$ cat src/rtl/trace_counter_types.sv
// Shared types and constants for the trace event performance-counter bank.
package trace_counter_types;

    // Width of cva5_trace_events_t; flattened bit 0 = br_is_call, bit 32 = early_branch_correction.
    localparam int unsigned NUM_TRACE_EVENTS = 33;

    localparam int unsigned CTRL_ADDR = 0;
    localparam int unsigned OVF_ADDR  = 1;
    localparam int unsigned SEL_BASE  = 2;
    localparam int unsigned CNT_BASE  = 16;

    localparam logic [5:0] SEL_CYCLES = 6'd63;
    localparam logic [5:0] SEL_NONE   = 6'd33;

    typedef struct packed {
        logic ovf_irq_en;
        logic clear;
        logic enable;
    } perf_ctrl_t;

endpackage

$ cat src/rtl/trace_event_counter_slice.sv
// One programmable counter: event select register, event mux, 32-bit counter and
// overflow detection with clear-all > register write > increment priority.
module trace_event_counter_slice
    import trace_counter_types::*;
(
    input  logic                        clk,
    input  logic                        rst_n,
    input  logic                        enable,
    input  logic                        clear_all,
    input  logic                        sel_we,
    input  logic                        cnt_we,
    input  logic [31:0]                 wdata,
    input  logic [NUM_TRACE_EVENTS-1:0] event_vec,
    output logic [5:0]                  sel,
    output logic [31:0]                 cnt,
    output logic                        ovf_set
);

    logic [5:0]  sel_q;
    logic [31:0] cnt_q;
    logic [31:0] cnt_d;
    logic [63:0] sel_space;
    logic        inc;

    // Full 6-bit select space: 63 is always-on, 33..62 are permanently zero.
    assign sel_space = {1'b1, {(63 - NUM_TRACE_EVENTS){1'b0}}, event_vec};
    assign inc       = enable & sel_space[sel_q];

    always_comb begin
        cnt_d   = cnt_q;
        ovf_set = 1'b0;
        if (clear_all) begin
            cnt_d = '0;
        end else if (cnt_we) begin
            cnt_d = wdata;
        end else if (inc) begin
            cnt_d   = cnt_q + 32'd1;
            ovf_set = &cnt_q;
        end
    end

    always_ff @(posedge clk or negedge rst_n) begin
        if (!rst_n) begin
            sel_q <= SEL_NONE;
            cnt_q <= '0;
        end else begin
            if (sel_we) begin
                sel_q <= wdata[5:0];
            end
            cnt_q <= cnt_d;
        end
    end

    assign sel = sel_q;
    assign cnt = cnt_q;

endmodule

$ cat src/rtl/trace_event_counters.sv
// Programmable performance-counter bank fed by the core trace event vector, with a
// single-cycle register port for read/write/clear and a registered overflow interrupt.
module trace_event_counters
    import trace_counter_types::*;
#(
    parameter int unsigned NUM_COUNTERS = 8,
    parameter int unsigned EVENT_PIPE   = 1
) (
    input  logic                        clk,
    input  logic                        rst_n,
    input  logic [NUM_TRACE_EVENTS-1:0] events,
    input  logic                        cfg_valid,
    input  logic                        cfg_write,
    input  logic [4:0]                  cfg_addr,
    input  logic [31:0]                 cfg_wdata,
    output logic                        rd_valid,
    output logic [31:0]                 rd_data,
    output logic                        overflow_irq
);

    logic                        wr_req;
    logic                        rd_req;
    logic [31:0]                 addr32;
    logic                        ctrl_we;
    logic                        ovf_we;
    logic                        clear_all;
    perf_ctrl_t                  ctrl_q;
    logic [NUM_COUNTERS-1:0]     ovf_q;
    logic [NUM_COUNTERS-1:0]     ovf_d;
    logic [NUM_COUNTERS-1:0]     ovf_set;
    logic [NUM_COUNTERS-1:0]     sel_we;
    logic [NUM_COUNTERS-1:0]     cnt_we;
    logic [5:0]                  sel_arr [NUM_COUNTERS];
    logic [31:0]                 cnt_arr [NUM_COUNTERS];
    logic [NUM_TRACE_EVENTS-1:0] event_vec;
    logic [31:0]                 rd_mux;
    logic                        rd_valid_q;
    logic [31:0]                 rd_data_q;
    logic                        irq_q;

    assign wr_req    = cfg_valid & cfg_write;
    assign rd_req    = cfg_valid & ~cfg_write;
    assign addr32    = 32'(cfg_addr);
    assign ctrl_we   = wr_req && (addr32 == CTRL_ADDR);
    assign ovf_we    = wr_req && (addr32 == OVF_ADDR);
    assign clear_all = ctrl_we & cfg_wdata[1];

    if (EVENT_PIPE != 0) begin : g_pipe
        logic [NUM_TRACE_EVENTS-1:0] events_q;
        always_ff @(posedge clk or negedge rst_n) begin
            if (!rst_n) begin
                events_q <= '0;
            end else begin
                events_q <= events;
            end
        end
        assign event_vec = events_q;
    end else begin : g_nopipe
        assign event_vec = events;
    end

    for (genvar i = 0; i < NUM_COUNTERS; i++) begin : g_slice
        // SEL decode yields to CNT when a 16-counter bank makes the ranges overlap.
        assign sel_we[i] = wr_req && (addr32 == SEL_BASE + i) && (addr32 < CNT_BASE);
        assign cnt_we[i] = wr_req && (addr32 == CNT_BASE + i);

        trace_event_counter_slice u_slice (
            .clk       (clk),
            .rst_n     (rst_n),
            .enable    (ctrl_q.enable),
            .clear_all (clear_all),
            .sel_we    (sel_we[i]),
            .cnt_we    (cnt_we[i]),
            .wdata     (cfg_wdata),
            .event_vec (event_vec),
            .sel       (sel_arr[i]),
            .cnt       (cnt_arr[i]),
            .ovf_set   (ovf_set[i])
        );
    end

    // A fresh overflow wins over a write-1-to-clear of the same bit.
    always_comb begin
        ovf_d = ovf_q;
        if (clear_all) begin
            ovf_d = '0;
        end else begin
            if (ovf_we) begin
                ovf_d = ovf_q & ~cfg_wdata[NUM_COUNTERS-1:0];
            end
            ovf_d = ovf_d | ovf_set;
        end
    end

    always_comb begin
        rd_mux = '0;
        if (addr32 == CTRL_ADDR) begin
            rd_mux = 32'(ctrl_q);
        end else if (addr32 == OVF_ADDR) begin
            rd_mux = 32'(ovf_q);
        end else begin
            for (int i = 0; i < NUM_COUNTERS; i++) begin
                if ((addr32 == SEL_BASE + 32'(i)) && (addr32 < CNT_BASE)) begin
                    rd_mux = {26'd0, sel_arr[i]};
                end
                if (addr32 == CNT_BASE + 32'(i)) begin
                    rd_mux = cnt_arr[i];
                end
            end
        end
    end

    always_ff @(posedge clk or negedge rst_n) begin
        if (!rst_n) begin
            ctrl_q     <= '0;
            ovf_q      <= '0;
            irq_q      <= 1'b0;
            rd_valid_q <= 1'b0;
            rd_data_q  <= '0;
        end else begin
            if (ctrl_we) begin
                ctrl_q <= perf_ctrl_t'{
                    ovf_irq_en: cfg_wdata[2],
                    clear:      1'b0,
                    enable:     cfg_wdata[0]
                };
            end
            ovf_q      <= ovf_d;
            irq_q      <= (|ovf_q) & ctrl_q.ovf_irq_en;
            rd_valid_q <= rd_req;
            if (rd_req) begin
                rd_data_q <= rd_mux;
            end
        end
    end

    assign rd_valid     = rd_valid_q;
    assign rd_data      = rd_data_q;
    assign overflow_irq = irq_q;

endmodule

$ cat config.mk
export PLATFORM = sky130hd
export DESIGN_NAME = trace_event_counters
export DESIGN_NICKNAME = d
export VERILOG_FILES = /design/src/rtl/trace_counter_types.sv /design/src/rtl/trace_event_counter_slice.sv /design/src/rtl/trace_event_counters.sv
export SDC_FILE = /design/constraint.sdc
export NUM_CORES = 1
export LEC_CHECK = 0
export ABC_AREA = 1
export BUFFER_PORTS_ARGS = -buffer_cell sky130_fd_sc_hd__buf_2
export CORE_AREA = 3 3 257 259
export CTS_CLUSTER_SIZE = 14
export DETAILED_ROUTE_END_ITERATION = 12
export DIE_AREA = 0 0 260 262
export PLACE_DENSITY = 0.59
export SETUP_SLACK_MARGIN = 0.05
export SLEW_MARGIN = 10
export SYNTH_ARGS = -nofsm -noshare
export SYNTH_HDL_FRONTEND = slang
export SYNTH_SLANG_ARGS = --single-unit
$ cat constraint.sdc
create_clock -name clk -period 2.9 [get_ports clk]
set_clock_uncertainty 0.1 [all_clocks]
set_input_delay 0.29 -clock clk [delete_from_list [all_inputs] [get_ports clk]]
set_output_delay 0.29 -clock clk [all_outputs]
set_load 0.05 [all_outputs]
; ---- Yosys cells after proc, flatten, opt, wreduce, memory -nomap -nowiden
; Index checks and enable logic that the tools add are counted.
[totals]
elab_cells = 210
reg_bits = 381
out_inout_bits = 34
in_bits = 74
[op_classes]
n_reduce_logical = 52
add_sub_neg = 8
muxes = 85
n_lt_le_gt_ge = 9
eq_ne = 17
n_bitwise = 16
[op_table]
columns = operator, n
row1 = 32-bit two-way mux, 41
row2 = "32-bit by 1-bit adder with 32-bit output, second input constant", 8
row3 = 32-bit AND reduction, 8
row4 = "6-bit by 7-bit less-than comparator with 1-bit output, second input constant", 8
row5 = 1-bit binary-select mux with 6-bit select, 8
row6 = "5-bit equality test, second input constant", 8
row7 = 1-bit logical AND, 34
row8 = 32-bit logical NOT, 1
row9 = 1-bit two-way mux, 32
row10 = 8-bit two-way mux, 3
row11 = 3-bit nonzero test, 8
row12 = "5-bit by 3-bit equality test with 1-bit output, second input constant", 4
row13 = 1-bit bitwise AND, 12
row14 = "5-bit by 2-bit equality test with 1-bit output, second input constant", 2
row15 = "5-bit by 4-bit equality test with 1-bit output, second input constant", 2
row16 = 8-bit bitwise AND, 1
row17 = 8-bit NOT, 1
row18 = 8-bit OR, 1
row19 = 8-bit OR reduction, 1
row20 = 6-bit two-way mux, 1
row21 = "5-bit by 1-bit equality test with 1-bit output, second input constant", 1
row22 = "5-bit less-than comparator, second input constant", 1
row23 = 1-bit NOT, 1

; ---- Longest topological paths before layout
[depth]
ltp_word = 20
depth_mapped = 17
ltp_nobuf = 17

; ---- Hierarchy
; From an unflattened synthesis, not the netlist that was laid out.
[unflattened]
hier_cells = 5201
area_unflattened_um2 = 31710.4
[modules_own_cells]
columns = module, cells_each, area_each_um2, seq_area_each_um2, instances
row1 = trace_event_counter_slice, 556, 3345.7, 953.4, 8
row2 = trace_event_counters, 753, 4944.7, 1926.8, 1

; ---- Least setup slack after synthesis
; No wires, ideal clock.
[synth_path]
kind = flip-flop to flip-flop
start = register g_slice[7].u_slice.sel_q[0]
end = register g_slice[7].u_slice.cnt_q[11]
setup_slack_ns = 0.761
stages_incl_launch_ff = 15
setup_ns = 0.129
arrival_ns = 1.911
cell_sequence = dfstp_2 > buf_2 > buf_2 > nand2_1 > o211ai_1 > nand3_1 > nand3_1 > o21ai_0 > a21oi_1 > nand2_1 > nand2_2 > nand2_2 > nand2_1 > buf_2 > o22ai_1
[synth_between]
elab_chain_len = 4
[synth_rtl]
columns = element, line
row1 = start: declaration, trace_event_counter_slice.sv:19  ; logic [5:0] sel_q;
row2 = start signal: assignment, trace_event_counter_slice.sv:48  ; sel_q <= wdata[5:0];
row3 = 1-bit binary-select mux with 6-bit select, trace_event_counter_slice.sv:27  ; assign inc = enable & sel_space[sel_q];
row4 = 1-bit two-way mux (implied by the code), trace_event_counter_slice.sv:27
row5 = 1-bit bitwise AND, trace_event_counter_slice.sv:27
row6 = 3-bit nonzero test (no line), n/a
row7 = end signal: assignment, trace_event_counter_slice.sv:50  ; cnt_q <= cnt_d;
row8 = end: declaration, trace_event_counter_slice.sv:20  ; logic [31:0] cnt_q;
; No other way between the ends. The select of a mux whose other input is x is not followed.
; A chain may end at the register's enable or synchronous reset.

; ---- Worst setup path after layout
[layout_path]
start = register g_slice[4].u_slice.cnt_q[0]
end = register ovf_q[4]
[layout_between]
elab_chain_len = 6
[layout_rtl]
columns = element, line
row1 = start: declaration, trace_event_counter_slice.sv:20
row2 = start signal: assignment, trace_event_counter_slice.sv:50
row3 = 32-bit AND reduction, trace_event_counter_slice.sv:38  ; ovf_set = &cnt_q;
row4 = 1-bit two-way mux, trace_event_counter_slice.sv:36  ; end else if (inc) begin
row5 = 1-bit two-way mux, trace_event_counter_slice.sv:34  ; end else if (cnt_we) begin
row6 = 1-bit two-way mux, trace_event_counter_slice.sv:32  ; if (clear_all) begin
row7 = 8-bit OR, trace_event_counters.sv:91  ; ovf_d = ovf_d | ovf_set;
row8 = 8-bit two-way mux, trace_event_counters.sv:85  ; if (clear_all) begin
row9 = named net ovf_d[4], trace_event_counters.sv:29  ; logic [NUM_COUNTERS-1:0] ovf_d;
row10 = end signal: assignment, trace_event_counters.sv:128  ; ovf_q <= ovf_d;
row11 = end: declaration, trace_event_counters.sv:28  ; logic [NUM_COUNTERS-1:0] ovf_q;
; The timed path passes the listed nets, and every way through them passes these cells.

==> results.cfg <==
[final_layout]
drive_gt1_share_pct = 11.2
final_core_util_pct = 50.2
nets = 4388
final_cell_mix = nand2_1 (879), o21ai_0 (556), inv_1 (397), dfrtp_1 (363), nor2_1 (318)
area_growth_pct = 14.8
final_common_cell = nand2_1
fin_area_um2 = 32200

[route]
wl_per_cell_um = 24.5
vias_per_cell = 6.00
firstDrtPassIters = 6
vias = 31200
wl_mm = 128
drc = 0
drt_iter0_drc = 3740
ant_nets = 0

[global_route]
grt_pass1_vias = 28900
use_met1_pct = 49.7
grt_max_degree = 72
antenna_found_initial = 8
grt_use_total_pct = 37.0
grt.busiest_layer = met2
grt_use_met3_pct = 8.09
use_met2_pct = 56.9
overflow = 0
grt_pass1_wl_mm = 189

[setup_path]
crit_path_top_delay_cell = dfrtp_1
r2r.worst_path.cells = 13
critical_path_arrival_ns = 3.19
required_ns = 3.35
critPathLaunchType = flop
crit_cells = 13
path_class = reg -> reg
end_kind = flop
worst-path-max-fanout = 4
cp.buffers_inverters = 1
critical_path.top_delay_family = simple AND/OR/NAND/NOR gates
cp_cell_sequence = ha_1 > nand2_1 > inv_1 > nand2_1 > nor2_2 > nand2_1 > nor3_4 > nand2_1 > nor2_2 > nand2_1 > nor2_2 > nand3b_1 > a21oi_1
crit_top_cell = nand2_1
cpPeakStageDelay_ns = 0.40

[cts]
clockRootBuffer = clkbuf_16
cts.sinks = 381
cts_buffers = 49
cts_setup_buffers = 0
cts_tree = yes
htree_levels = 2
clk_latency_ns = 0.62
path_clk_slew_ns = 0.06
clk_path_buf_depth = 3

[timing]
worstMarginPinSlew_ns = 0.791
hold_viol = 0
setup_slack_ns = 0.155
fin_crit_ns = 2.74
tns_ns = 0
final-setup-viol-count = 0
rsz0062_at_grt = true
period_share_pct = 94.7
fmax_mhz = 364
finalMaxSlewViolations = 0
slew_headroom_pct = 47.2
holdWs_ns = 0.0722

[pwr]
seqPwrFrac_pct = 38.3
vdd_ir_drop_max_v = 0.000500
pwr-share-clk_pct = 25.4
p_leak_uw = 0.0138
switchingPower_uw = 11600
switching_share_pct = 45.0
p_comb_share_pct = 36.4
powerDensity_nw_per_um2 = 803
intPower_uw = 14200

[flow_run]
drv_cap = 0

[floorplanning]
start_util_pct = 43.7
die_area_um2 = 68100
ios = 108
die_y_um = 262
coreArea_um2 = 64100
rows = 93
die_x_um = 260

[outcome]
status = completed

[synthesis]
ys.flop_type = dfrtp_1
syn_area_per_cell_um2 = 6.70
yosysSeqAreaShare_pct = 34.1
yosysUniqueCellTypes = 54
yosys-top-cells-area = dfrtp_1 (33%), nand2_1 (12%), o21ai_0 (9.9%), inv_1 (5.3%), nand3_1 (5.1%)
netlist.area_leader.share_pct = 32.6
async_flop_share_pct = 100
synth_seq_cells = 381
synth_nets = 4265
synth_area_um2 = 28000
synth_edf_count = 0
syn_inst = 4183
yosys.area.top_type = dfrtp_1
synth_warnings = 0

[placement]
post-dp-hpwl_mm = 95.2
dp_slack_ns = 0.155
portBuffers = 107
routabilityCongestion = 1.03
placed_cell_area_um2 = 30000

[worst_hold_path]
whs_path_depth = 4
hold_class = in -> reg
worst reg2reg max path, cell delays in order (launching register included):
cell and delay [ns]:
dfrtp_1 0.40, ha_1 0.23, nand2_1 0.07, inv_1 0.08, nand2_1 0.11, nor2_2 0.16, nand2_1 0.17, nor3_4 0.20
nand2_1 0.12, nor2_2 0.17, nand2_1 0.13, nor2_2 0.18, nand3b_1 0.31, a21oi_1 0.24
synth_stat cells (16+ instances only):
| library cell | instances |
|---|---|
| buf_2 | 65 |
| o21ai_0 | 557 |
| a21oi_1 | 271 |
| clkbuf_1 | 119 |
| nand2_1 | 879 |
| o22ai_1 | 42 |
| dfrtp_1 | 365 |
| o211ai_1 | 59 |
| o21ai_1 | 101 |
| inv_1 | 397 |
| buf_1 | 17 |
| o2111ai_1 | 46 |
| dfstp_2 | 16 |
| nor3_1 | 110 |
| xor2_1 | 131 |
| nor4_1 | 44 |
| nand4_1 | 133 |
| nand2_2 | 22 |
| nand3_1 | 286 |
| inv_2 | 32 |
| nor2_2 | 27 |
| nor2_1 | 323 |
worst paths after layout:
kind	from	endpoint	slack, ns
max in group asynchronous	rst_n	g_slice[0].u_slice.cnt[17]	1.66
worst max register to register	g_slice[4].u_slice.cnt[0]	ovf_q[4]	0.16
worst max-delay path	g_slice[4].u_slice.cnt[0]	ovf_q[4]	0.16
worst min-delay path	cfg_wdata[0]	g_slice[0].u_slice.sel[0]	0.07
min in group asynchronous	rst_n	g_slice[7].u_slice.cnt[18]	0.15
worst min register to register	rd_data[4]	rd_data[4]	0.38
cell type report:
| type | instances | area (um^2) |
|---|---|---|
| fillers | 6597 | 31900 |
| clock buffers | 66 | 1360 |
| well taps | 855 | 1070 |
| repair buffers | 290 | 2290 |
| multi-input cells | 3150 | 15900 |
| clock inverters | 25 | 333 |
| diodes | 7 | 17.5 |
| inverters | 434 | 1630 |
| flip-flops and latches | 381 | 9560 |
logic make-up after synthesis:
logic type	synth area share, %
DFF	34.1
buffers and inverters	9.34
adders and majority gates	0.357
and+or+nand+nor	30.1
AOI/OAI and AO/OA	21.6
xor gates and xnor gates	4.44
what timing repair did:
item,in CTS,in global routing
setup endpoints to repair,0,34
hold buffers,38,0
gates resized for setup,0,15
hold endpoints to repair,99,0
routing by layer:
layer / vias to the layer above / wire [um]
li1: 14500 / -
met1: 14800 / 52600
met2: 1621 / 55500
met3: 328 / 13000
met4: 8 / 6470
met5: - / 50
metrics by stage:
stage          power (uW)  instances
6_report            25800       5208
5_1_grt             27400       5201
2_1_floorplan       15300       4183
3_5_place_dp        19000       5072
3_3_place_gp        18900       5072
4_1_cts             25600       5201
power groups by stage:
stage | Sequential (uW) | Clock [uW] | Combinational [uW]
final | 9890 | 6550 | 9400
after global routing | 10100 | 6810 | 10500
after CTS | 9750 | 6630 | 9220
after detailed placement | 9820 | 0 | 9140
after global placement | 9870 | 0 | 9070
after floorplan | 8870 | 0 | 6430
sequential cells by signal, summed over array words and instances (netlist names):
| signal | cells |
|---|---|
| event_vec | 33 |
| rd_valid | 1 |
| rd_data | 32 |
| ovf_q | 8 |
| ctrl_q | 2 |
| g_slice.u_slice.cnt | 256 |
| overflow_irq | 1 |
| g_slice.u_slice.sel | 48 |
No activity file was read; power rests on OpenSTA's default activity.
